### config.mk
export PLATFORM = sky130hd
export DESIGN_NAME = x2050bs
export DESIGN_NICKNAME = d
export VERILOG_FILES = /design/src/rtl/x2050bs.sv
export SDC_FILE = /design/constraint.sdc
export NUM_CORES = 1
export LEC_CHECK = 0
export CAP_MARGIN = 30
export CORE_UTILIZATION = 50
export CTS_CLUSTER_DIAMETER = 100
export DETAILED_ROUTE_END_ITERATION = 12
export HOLD_SLACK_MARGIN = 0.06
export PLACE_DENSITY = 0.9
export SLEW_MARGIN = 30
export SYNTH_ARGS = -nofsm -noshare
export SYNTH_HDL_FRONTEND = slang
export SYNTH_SLANG_ARGS = --single-unit
### constraint.sdc
create_clock -name i_clk -period 4.3 [get_ports i_clk]
set_input_delay 0.645 -clock i_clk [delete_from_list [all_inputs] [get_ports i_clk]]
set_output_delay 0.645 -clock i_clk [all_outputs]
set_load 0.02 [all_outputs]
### src/rtl/x2050bs.sv
// x2050bs: byte serializer stepping a byte counter up/down mod N over a loaded word.
// Optional odd byte parity output o_bpar when X2050BS_PARITY_EN is defined.
module x2050bs #(
  parameter int W = 2
) (
  input  logic               i_clk,
  input  logic               i_reset,
  input  logic               i_ld_valid,
  output logic               o_ld_ready,
  input  logic [8*(2**W)-1:0] i_ld_word,
  input  logic [W-1:0]       i_ld_bc,
  input  logic               i_ld_up,
  input  logic [W-1:0]       i_ld_cnt,
  input  logic               i_abort,
  output logic               o_b_valid,
  input  logic               i_b_ready,
  output logic [7:0]         o_byte,
  output logic [W-1:0]       o_bc,
  output logic               o_last,
`ifdef X2050BS_PARITY_EN
  output logic               o_bpar,
`endif
  output logic               o_busy
);
  localparam int N = 2**W;

  typedef enum logic {IDLE, SEND} state_t;

  state_t           state_q;
  logic [8*N-1:0]   word_q;
  logic [W-1:0]     bc_q, bc_d, rem_q;
  logic             up_q;
  logic [7:0]       byte_sel;

  // Counter width is exactly W bits, so +/-1 wraps modulo N for free.
  assign bc_d = up_q ? bc_q + W'(1) : bc_q - W'(1);

  always_ff @(posedge i_clk) begin
    if (!i_reset) begin
      state_q <= IDLE;
      word_q  <= '0;
      bc_q    <= '0;
      rem_q   <= '0;
      up_q    <= 1'b0;
    end else begin
      case (state_q)
        IDLE: if (i_ld_valid) begin
          word_q  <= i_ld_word;
          bc_q    <= i_ld_bc;
          up_q    <= i_ld_up;
          rem_q   <= i_ld_cnt;
          state_q <= SEND;
        end
        SEND: begin
          // Abort beats a simultaneous accept; bc is left where it was.
          if (i_abort) begin
            state_q <= IDLE;
          end else if (i_b_ready) begin
            if (rem_q == '0) begin
              state_q <= IDLE;
            end else begin
              bc_q  <= bc_d;
              rem_q <= rem_q - W'(1);
            end
          end
        end
        default: state_q <= IDLE;
      endcase
    end
  end

  // Byte 0 is the most significant byte of the word.
  always_comb begin
    byte_sel = '0;
    for (int k = 0; k < N; k++)
      if (bc_q == W'(k)) byte_sel = word_q[8*(N-1-k) +: 8];
  end

  assign o_ld_ready = (state_q == IDLE);
  assign o_b_valid  = (state_q == SEND);
  assign o_busy     = (state_q == SEND);
  assign o_last     = (state_q == SEND) && (rem_q == '0);
  assign o_byte     = byte_sel;
  assign o_bc       = bc_q;

`ifdef X2050BS_PARITY_EN
  assign o_bpar = ~^byte_sel;
`endif

endmodule

==> parameters.txt, run 1 <==
Parameter                              Value

Run status
  Result of the run ... complete, no violations

Synth
  Synthesized netlist cell count ... 221
  Number of warnings reported in the yosys synthesis log ... 0
  Sequential share of the synthesized area ... 42.3%
  Mapped cell area ... 1800 µm²
  Net count after synthesis ... about 270
  Number of flip-flops and latches in the synthesized netlist ... 38
  Synthesized area per cell ... roughly 8.1 µm²
  Netlist cell types ... 26

GRT
  Number of global-route vias before repair ... between 1000 and 1500
  Global-route wire length before repair ... 6210 µm
  Initial antenna violation count ... 0
  Aggregate global routing overflow ... 0
  Overall track demand over capacity in global routing ... between 20% and 30%
  Maximum number of pins on one net before global-route repair ... 39

Routing
  Detail Route Antenna Nets ... 0
  Routed wire length per instance ... 12.8 µm
  Total number of vias ... approximately 1700
  Total wire length ... between 4000 and 5000 µm
  DR pass1 iterations ... 4
  Average vias per placed instance ... between 5 and 6
  Number of DRC markers in iteration 0 ... slightly below 80
  Number of remaining DRC errors ... 0

Floorplan
  Number of placement rows ... 21
  IO Count ... 56
  Die H ... between 60 and 70 µm
  Floorplan die area ... slightly below 4000 µm²
  Area of the core region ... 3390 µm²
  Die outline width ... 62.0 µm
  Starting Density ... around 53%

Timing
  Worst slew margin relative to its limit ... 64.5%
  Number of max-slew violations in the final report ... 0
  Worst Max-Slew Pin Slew ... 0.531 ns
  Maximum clock skew at final layout ... just under 0.007 ns
  RSZ-0062 raised after global routing ... false
  Final Cycle Share ... 80.1%
  Final critical delay including setup and external delays ... about 3.4 ns
  Worst hold slack ... ~0.46 ns
  Number of failing hold endpoints at the final stage ... 0
  Count of final setup violators ... 0
  Highest attainable clock frequency ... around 290 MHz
  Post-route setup TNS ... 0 ns

Finish
  Count of fill cells added during filler insertion ... 280
  Area growth from synthesis to final layout ... 32.4%
  Most common cell after layout, fill and taps aside ... nand2_1
  Share of layout cells above drive strength 1 ... under 10%
  Count of antenna diodes in the layout ... 0
  Net count of the finished layout ... around 310
  Highest-count cells in the layout ignoring fill and taps ... nand2_1 (77), clkdlybuf4s50_1 (54), dfxtp_1 (38), a21boi_1 (33)

Clock tree
  Sinks on the clock net ... 38
  Number of buffers added for setup after CTS ... 0
  Clock slew at the register clock pins of the worst setup and hold paths ... 0.10 ns
  Clock insertion delay at the later pin of the skew report ... between 0.3 and 0.4 ns
  TritonCTS buffer count ... 5
  H-Tree Depth ... 2
  Clock Root Buffer ... clkbuf_4
  CTS tree ... done
  # resized after CTS ... 0
  Clk buf depth ... 2
  Count of hold buffers inserted by post-cts repair ... 0

Power and ir drop
  Sequential share of power ... 51.0%
  Logic gate share of total power ... 24.3%
  Total power density per cell area ... 321 nW/µm²
  NetSw ... 0.000213 W
  Static Leak ... 0.902 nW
  Internal power ... 0.000551 W
  Worst IR drop on VDD ... about 210 µV
  Clock power frac ... about a quarter
  Switching power share of the total ... 27.9%

Critical path
  Count of cells along the worst register-to-register path ... 4
  Terminus of the critical flop-to-flop path ... rem_q[1]
  Startpoint of the lowest-slack register-to-register path ... o_b_valid
  Data arrival time of the worst path ... between 2 and 3 ns
  Worst R2R Setup Slack ... ~2.7 ns
  Startpoint type of the worst setup path ... register
  Data required time of the worst path ... 3.65 ns
  CP Max Fanout ... 9
  Type of element capturing the critical path ... output pin
  Worst setup path category ... reg -> out

Place
  Count of input and output buffers ... 55
  Half-perimeter wire length after detailed placement ... 2890 µm
  Global placer's final weighted congestion ... 0.829

Min path
  End point of the worst hold path ... word_q[12]
  Instance count along the most critical hold path ... 2
  Launch instance of the worst min-delay path ... word_q[12]
  Hold Crit Class ... reg -> reg

Run
  Maximum Capacitance Violations ... 0
## flip-flops by register name, indices dropped and copies added, names as in the netlist
register and flops:
rem_q 2, o_bc 2, word_q 32, o_b_valid 1
up_q 1
## critical path, cell delays in order (launching register included)
cell             delay, ns
dfxtp_1               0.41
inv_1                 0.09
ha_1                  0.29
nor2b_1               0.47
a221oi_1              0.17
o31ai_1               0.36
clkdlybuf4s50_1       0.67
## cells by family after synthesis
family	synth area share (%)
simple gates	22.0
xor+xnor	0.487
compound gates	25.3
flops	42.3
fa+ha+maj	3.48
buf+inv	6.47
## cells in the mapped netlist (all sizes together)
cell type | count | share of area [%]
nor2 | 2 | 0.42
o2111a | 2 | 1.3
a21boi | 33 | 14
a211oi | 2 | 0.83
nor2b | 10 | 3.5
nor3 | 1 | 0.28
xor2 | 1 | 0.49
buf | 13 | 4.4
and2 | 1 | 0.35
o21a | 1 | 0.42
ha | 5 | 3.5
clkbuf | 5 | 1.0
inv | 5 | 1.0
and4bb | 1 | 0.70
nand2 | 77 | 16
nand2b | 1 | 0.35
or2 | 1 | 0.35
dfxtp | 38 | 42
a221oi | 8 | 3.9
a21oi | 1 | 0.28
o31ai | 9 | 3.8
o21ai | 4 | 1.1
## power by group through the flow
stage / logic, W / clock network (W) / registers [W]
after CTS: 0.000186 / 0.000194 / 0.000389
final: 0.000186 / 0.000189 / 0.000389
after global placement: 0.000182 / 0 / 0.000397
after global routing: 0.000204 / 0.000209 / 0.000392
after detailed placement: 0.000186 / 0 / 0.000398
after floorplan: 0.000105 / 0 / 0.000396
## how the worst max path moves through the flow
stage	start	end	depth (start not counted)
after global routing	o_bc[1]	o_byte[4]	6
after global placement	o_bc[1]	o_byte[3]	6
after CTS	o_bc[1]	o_byte[4]	6
after detailed placement	o_bc[1]	o_byte[4]	6
final	o_bc[1]	o_byte[4]	6
after floorplan	o_bc[1]	o_byte[0]	7
## stage by stage
step | utilization, % | cells | setup WS (ns) | instance area (µm²) | power (W)
after detailed placement | 68.5 | 306 | 1.27 | 2320 | 0.000583
after global routing | 70.3 | 314 | 0.692 | 2380 | 0.000805
after floorplan | - | 221 | 1.83 | 1800 | 0.000501
after global placement | 68.7 | 306 | 1.40 | 2330 | 0.000579
final | 70.3 | 314 | 0.855 | 2380 | 0.000764
after CTS | 70.3 | 314 | 0.880 | 2380 | 0.000770
## layer usage
layer	track usage, %	vias to the layer above	wire length (µm)
li1	-	837	-
met1	29.2	758	1880
met2	35.9	57	1820
met3	7.66	8	218
met4	9.84	0	99
met5	0	-	0
## cell type report
class                      count  area (µm²)  area share, %
clock buffer                   7        55.1           2.31
sequential                    38         761           31.9
timing repair buffer          57         561           23.5
tap                           46        57.6           2.42
inverter                       5        18.8          0.788
multi-input combinational    160         925           38.8
clock inverter                 1        5.00          0.210
(Power assumes the default switching activity.)
==> run 2, diff against run 1 <==
--- a/config.mk
+++ b/config.mk
@@ -6,11 +6,11 @@
 export NUM_CORES = 1
 export LEC_CHECK = 0
 export CAP_MARGIN = 30
-export CORE_UTILIZATION = 50
+export CORE_UTILIZATION = 42
 export CTS_CLUSTER_DIAMETER = 100
 export DETAILED_ROUTE_END_ITERATION = 12
 export HOLD_SLACK_MARGIN = 0.06
-export PLACE_DENSITY = 0.9
+export PLACE_DENSITY = 0.81
 export SLEW_MARGIN = 30
 export SYNTH_ARGS = -nofsm -noshare
 export SYNTH_HDL_FRONTEND = slang
==> constraint.sdc (replaced) <==
create_clock -name i_clk -period 3.1 [get_ports i_clk]
set_input_delay 0.465 -clock i_clk [delete_from_list [all_inputs] [get_ports i_clk]]
set_output_delay 0.465 -clock i_clk [all_outputs]
set_load 0.02 [all_outputs]
==> parameters.txt, run 2 (synthesis results as in run 1) <==
Parameter                              Value

Run status
  Result of the run ... complete, no violations

Power and ir drop
  Switching power share of the total ... roughly 25%
  Logic gate share of total power ... 20.0%
  Sequential share of power ... a little over two fifths
  Clock power frac ... 38.4%
  Internal power ... 0.000980 W
  Worst IR drop on VDD ... between 200 and 250 µV
  NetSw ... 0.000323 W
  Static Leak ... between 0.9 and 1 nW
  Total power density per cell area ... roughly 520 nW/µm²

Finish
  Post-route cell area ... 2480 µm²
  Area growth from synthesis to final layout ... 38.1%
  Flip-flop count of the largest register, all copies and words added ... 32
  Count of antenna diodes in the layout ... 0
  Most common cell after layout, fill and taps aside ... nand2_1
  Highest-count cells in the layout ignoring fill and taps ... nand2_1 (77), clkdlybuf4s50_1 (55), dfxtp_1 (38), a21boi_1 (33), o31ai_1 (9)
  Net count of the finished layout ... 315
  Count of fill cells added during filler insertion ... 358
  Post-layout utilization of the core ... 61.2%
  Largest Register ... word_q
  Share of layout cells above drive strength 1 ... under 10%

Routing
  Total wire length ... 4240 µm
  Detail Route Antenna Nets ... 0
  Total number of vias ... 1634
  DR pass1 iterations ... 4
  Number of remaining DRC errors ... 0
  Routed wire length per instance ... 13.3 µm
  Number of DRC markers in iteration 0 ... 117
  Average vias per placed instance ... 5.12

Timing
  Worst slew margin relative to its limit ... a little under three fifths
  Post-route setup TNS ... 0 ns
  Maximum clock skew at final layout ... 0.00749 ns
  Final critical delay including setup and external delays ... between 2 and 3 ns
  Worst hold slack ... 0.456 ns
  RSZ-0062 raised after global routing ... false
  Number of max-slew violations in the final report ... 0
  Final Cycle Share ... 93.2%
  Count of final setup violators ... 0
  Worst Max-Slew Pin Slew ... 0.641 ns
  Highest attainable clock frequency ... 346 MHz
  Number of failing hold endpoints at the final stage ... 0

Place
  Count of input and output buffers ... 55
  Half-perimeter wire length after detailed placement ... 3110 µm
  Global placer's final weighted congestion ... 0.895
  Cell Area, Placed ... 2340 µm²

GRT
  Layer with the highest usage after global routing ... met2
  Initial antenna violation count ... 0
  M3 GR Usage ... under 10%
  Global Route met2 Usage ... 30.8%
  Maximum number of pins on one net before global-route repair ... 35
  Global-route wire length before repair ... 6580 µm
  Overall track demand over capacity in global routing ... 19.9%
  Number of global-route vias before repair ... ~1500
  Met1 usage ... 26.7%
  Aggregate global routing overflow ... 0

Floorplan
  Die outline width ... 67.5 µm
  Floorplan die area ... around 4500 µm²
  Number of placement rows ... 23
  IO Count ... 56
  Area of the core region ... 4060 µm²
  Die H ... a little under 70 µm
  Starting Density ... between 40% and 50%

Critical path
  Startpoint type of the worst setup path ... register
  Type of element capturing the critical path ... output pin
  Data arrival time of the worst path ... 2.43 ns
  Data required time of the worst path ... 2.63 ns
  Worst setup path category ... reg -> out
  CP Max Fanout ... 9

Clock tree
  Clock slew at the register clock pins of the worst setup and hold paths ... 0.07 ns
  Clock insertion delay at the later pin of the skew report ... 0.30 ns
  TritonCTS buffer count ... 5
  Clk buf depth ... 2
  CTS tree ... done
  H-Tree Depth ... 2
  Clock Root Buffer ... clkbuf_8
  Sinks on the clock net ... 38
  Count of hold buffers inserted by post-cts repair ... 0
  Number of buffers added for setup after CTS ... 0

Min path
  Hold Crit Class ... reg -> reg

Run
  Maximum Capacitance Violations ... 0
## run 2: worst paths after layout
| path | from | to | slack (ns) | cells after the start |
|---|---|---|---|---|
| max reg2reg | o_b_valid | word_q[19] | 1.47 | 4 |
| max | o_bc[1] | o_byte[4] | 0.21 | 6 |
| min | word_q[2] | word_q[2] | 0.46 | 2 |
| min reg2reg | word_q[2] | word_q[2] | 0.46 | 2 |
## run 2: worst max-delay path: stages, from the launching register on
cell and delay, ns:
dfxtp_1 0.39, inv_1 0.08, ha_1 0.32, nor2b_4 0.25, a221oi_1 0.11, o31ai_1 0.32
clkdlybuf4s50_1 0.66
## run 2: repair_timing
| item | 4_1_cts | 5_1_grt |
|---|---|---|
| pin swaps | 0 | 0 |
| endpoints found under the setup margin | 3 | 1 |
| gates cloned | 0 | 0 |
| gates resized for setup | 1 | 1 |
## run 2: through the flow
step                total power [W]  worst slack (ns)  instances
floorplan                  0.000695             0.811        221
global placement           0.000805             0.432        311
detailed placement         0.000811             0.299        311
CTS                         0.00131             0.144        319
global route                0.00136            0.0698        319
finish                      0.00130             0.210        319
## run 2: power groups by stage
stage	Combinational [W]	Sequential, W	Clock [W]
after global placement	0.000253	0.000552	0
final	0.000261	0.000542	0.000500
after global routing	0.000284	0.000546	0.000534
after floorplan	0.000145	0.000549	0
after CTS	0.000260	0.000541	0.000505
after detailed placement	0.000258	0.000553	0
## run 2: routing by layer
metal / vias to the layer above / share of wire (%)
met5: - / 0
met4: 0 / 2.0
met3: 8 / 6.2
met2: 61 / 46
met1: 729 / 46
li1: 836 / -
## run 2: layout make-up
type	count	area, µm²	area share, %
Tap cell	50	62.6	2.52
Sequential cell	38	761	30.6
Multi-Input combinational cell	160	932	37.5
Clock inverter	3	68.8	2.77
Timing Repair Buffer	58	573	23.1
Inverter	5	18.8	0.755
Clock buffer	5	68.8	2.77
==> run 3, diff against run 2 <==
--- a/config.mk
+++ b/config.mk
@@ -6,6 +6,7 @@
 export NUM_CORES = 1
 export LEC_CHECK = 0
 export CAP_MARGIN = 30
+export CORE_MARGIN = 1.5
 export CORE_UTILIZATION = 42
 export CTS_CLUSTER_DIAMETER = 100
 export DETAILED_ROUTE_END_ITERATION = 12
==> parameters.txt, run 3 (synthesis results as in run 1) <==
Parameter                              Value

Clock tree
  Number of buffers added for setup after CTS ... 0
  Sinks on the clock net ... 38
  H-Tree Depth ... 2
  Clock slew at the register clock pins of the worst setup and hold paths ... around 0.07 ns
  Clock Root Buffer ... clkbuf_8
  Count of hold buffers inserted by post-cts repair ... 0
  CTS tree ... done
  Clk buf depth ... 2
  # resized after CTS ... 0
  Clock insertion delay at the later pin of the skew report ... about 0.29 ns
  TritonCTS buffer count ... 5

Finish
  Highest-count cells in the layout ignoring fill and taps ... nand2_1 (77), clkdlybuf4s50_1 (55), dfxtp_1 (38), a21boi_1 (33)
  Count of antenna diodes in the layout ... 0
  Multi-input combinational cell area ... 925 µm²
  Largest Register ... word_q
  Area growth from synthesis to final layout ... 35.7%
  Most common cell after layout, fill and taps aside ... nand2_1
  Flip-flop count of the largest register, all copies and words added ... 32
  Reg area ... 761 µm²
  Share of layout cells above drive strength 1 ... 5.19%
  Count of fill cells added during filler insertion ... 369
  Post-layout utilization of the core ... 60.2%
  Net count of the finished layout ... 316

Critical path
  Type of element capturing the critical path ... output pin
  Maximum cell stage delay along the critical path ... 0.67 ns
  CP Buf/Inv Count ... 3
  Master of the slowest instance on the critical path ... clkdlybuf4s50_1
  Startpoint of the lowest-slack register-to-register path ... o_b_valid
  Kind of cell with the highest combined delay on the critical path ... buffers and inverters
  Count of cells along the worst register-to-register path ... 4
  Worst setup path category ... reg -> out
  Terminus of the critical flop-to-flop path ... o_bc[1]
  Startpoint type of the worst setup path ... register
  Worst R2R Setup Slack ... 1.41 ns
  Data arrival time of the worst path ... about 2.5 ns
  CP Max Fanout ... 9
  Series of cell instances along the critical path ... inv_1 -> ha_1 -> nor2b_1 -> buf_4 -> a221oi_1 -> o31ai_1 -> clkdlybuf4s50_1
  Origin of the worst setup path ... o_bc[1]
  Data required time of the worst path ... 2.63 ns

Timing
  Worst Max-Slew Pin Slew ... 0.692 ns
  Final Cycle Share ... 94.9%
  Count of final setup violators ... 0
  Worst slew margin relative to its limit ... 53.7%
  Highest attainable clock frequency ... 340 MHz
  Final critical delay including setup and external delays ... roughly 2.9 ns
  Post-route setup TNS ... 0 ns
  Worst hold slack ... 0.456 ns
  Number of max-slew violations in the final report ... 0
  Maximum clock skew at final layout ... between 0.005 and 0.006 ns
  Number of failing hold endpoints at the final stage ... 0
  RSZ-0062 raised after global routing ... false

Floorplan
  Area of the core region ... 4060 µm²
  Die H ... 68.5 µm
  Die outline width ... 68.5 µm
  IO Count ... 56
  Starting Density ... between 40% and 50%
  Number of placement rows ... 23
  Floorplan die area ... 4690 µm²

Min path
  End point of the worst hold path ... word_q[13]
  Hold Crit Class ... reg -> reg
  Launch instance of the worst min-delay path ... word_q[13]
  Instance count along the most critical hold path ... 2

GRT
  Overall track demand over capacity in global routing ... 20.0%
  Global-route wire length before repair ... 6730 µm
  Number of global-route vias before repair ... 1437
  Maximum number of pins on one net before global-route repair ... 35
  Aggregate global routing overflow ... 0
  Initial antenna violation count ... 0

Power and ir drop
  Static Leak ... 0.924 nW
  Worst IR drop on VDD ... 232 µV
  Total power density per cell area ... 473 nW/µm²

Place
  Half-perimeter wire length after detailed placement ... 3210 µm
  Count of input and output buffers ... 55
  Global placer's final weighted congestion ... 0.793

Run
  Maximum Capacitance Violations ... 0

Routing
  Detail Route Antenna Nets ... 0
  DR pass1 iterations ... 4
  Total wire length ... 4330 µm
  Number of DRC markers in iteration 0 ... 202
  Average vias per placed instance ... ~5.1
  Routed wire length per instance ... 13.5 µm
  Total number of vias ... 1625
  Number of remaining DRC errors ... 0

Run status
  Result of the run ... complete, no violations
==> run 3: worst max path at each step <==
stage	endpoint	slack, ns	cells after the start
3_3_place_gp	o_byte[1]	0.60	7
4_1_cts	o_byte[4]	0.18	7
2_1_floorplan	o_byte[0]	0.81	7
5_1_grt	o_byte[4]	0.0002	7
3_5_place_dp	o_byte[4]	0.50	7
6_report	o_byte[4]	0.16	7
==> run 3: layout make-up <==
class / instances / area share, %
Clock buffer: 6 / 3.38
Sequential cell: 38 / 31.1
Multi-Input combinational cell: 160 / 37.9
Inverter: 5 / 0.768
Clock inverter: 2 / 0.512
Timing Repair Buffer: 59 / 23.8
Tap cell: 50 / 2.56
==> run 3: worst min-delay path, stage by stage (launching register included) <==
cell and delay (ns):
dfxtp_1 0.31, nand2_1 0.05, a21boi_1 0.05
==> run 3: where the power goes <==
group | total, W | internal, W | leakage [nW] | switching, W
registers | 0.000542 | 0.000520 | 0.313 | 0.0000227
logic | 0.000262 | 0.000138 | 0.564 | 0.000124
clock network | 0.000351 | 0.000179 | 0.0472 | 0.000172
total | 0.00116 | 0.000837 | 0.924 | 0.000319
==> run 3: metrics by stage <==
step | std cells | instance area [µm²] | total power (W) | setup slack (ns)
2_1_floorplan | 221 | 1800 | 0.000695 | 0.811
3_3_place_gp | 312 | 2350 | 0.000808 | 0.599
3_5_place_dp | 312 | 2350 | 0.000815 | 0.499
4_1_cts | 320 | 2440 | 0.00116 | 0.182
5_1_grt | 320 | 2440 | 0.00121 | 0.000194
6_report | 320 | 2440 | 0.00116 | 0.157
==> run 3: layer usage <==
layer | GRT usage [%] | vias up | share of wire, %
met1 | 26.8 | 739 | 46
met5 | 0 | - | 0
met3 | 4.77 | 10 | 5.8
met4 | 9.50 | 0 | 2.0
met2 | 29.9 | 39 | 46
li1 | - | 837 | -
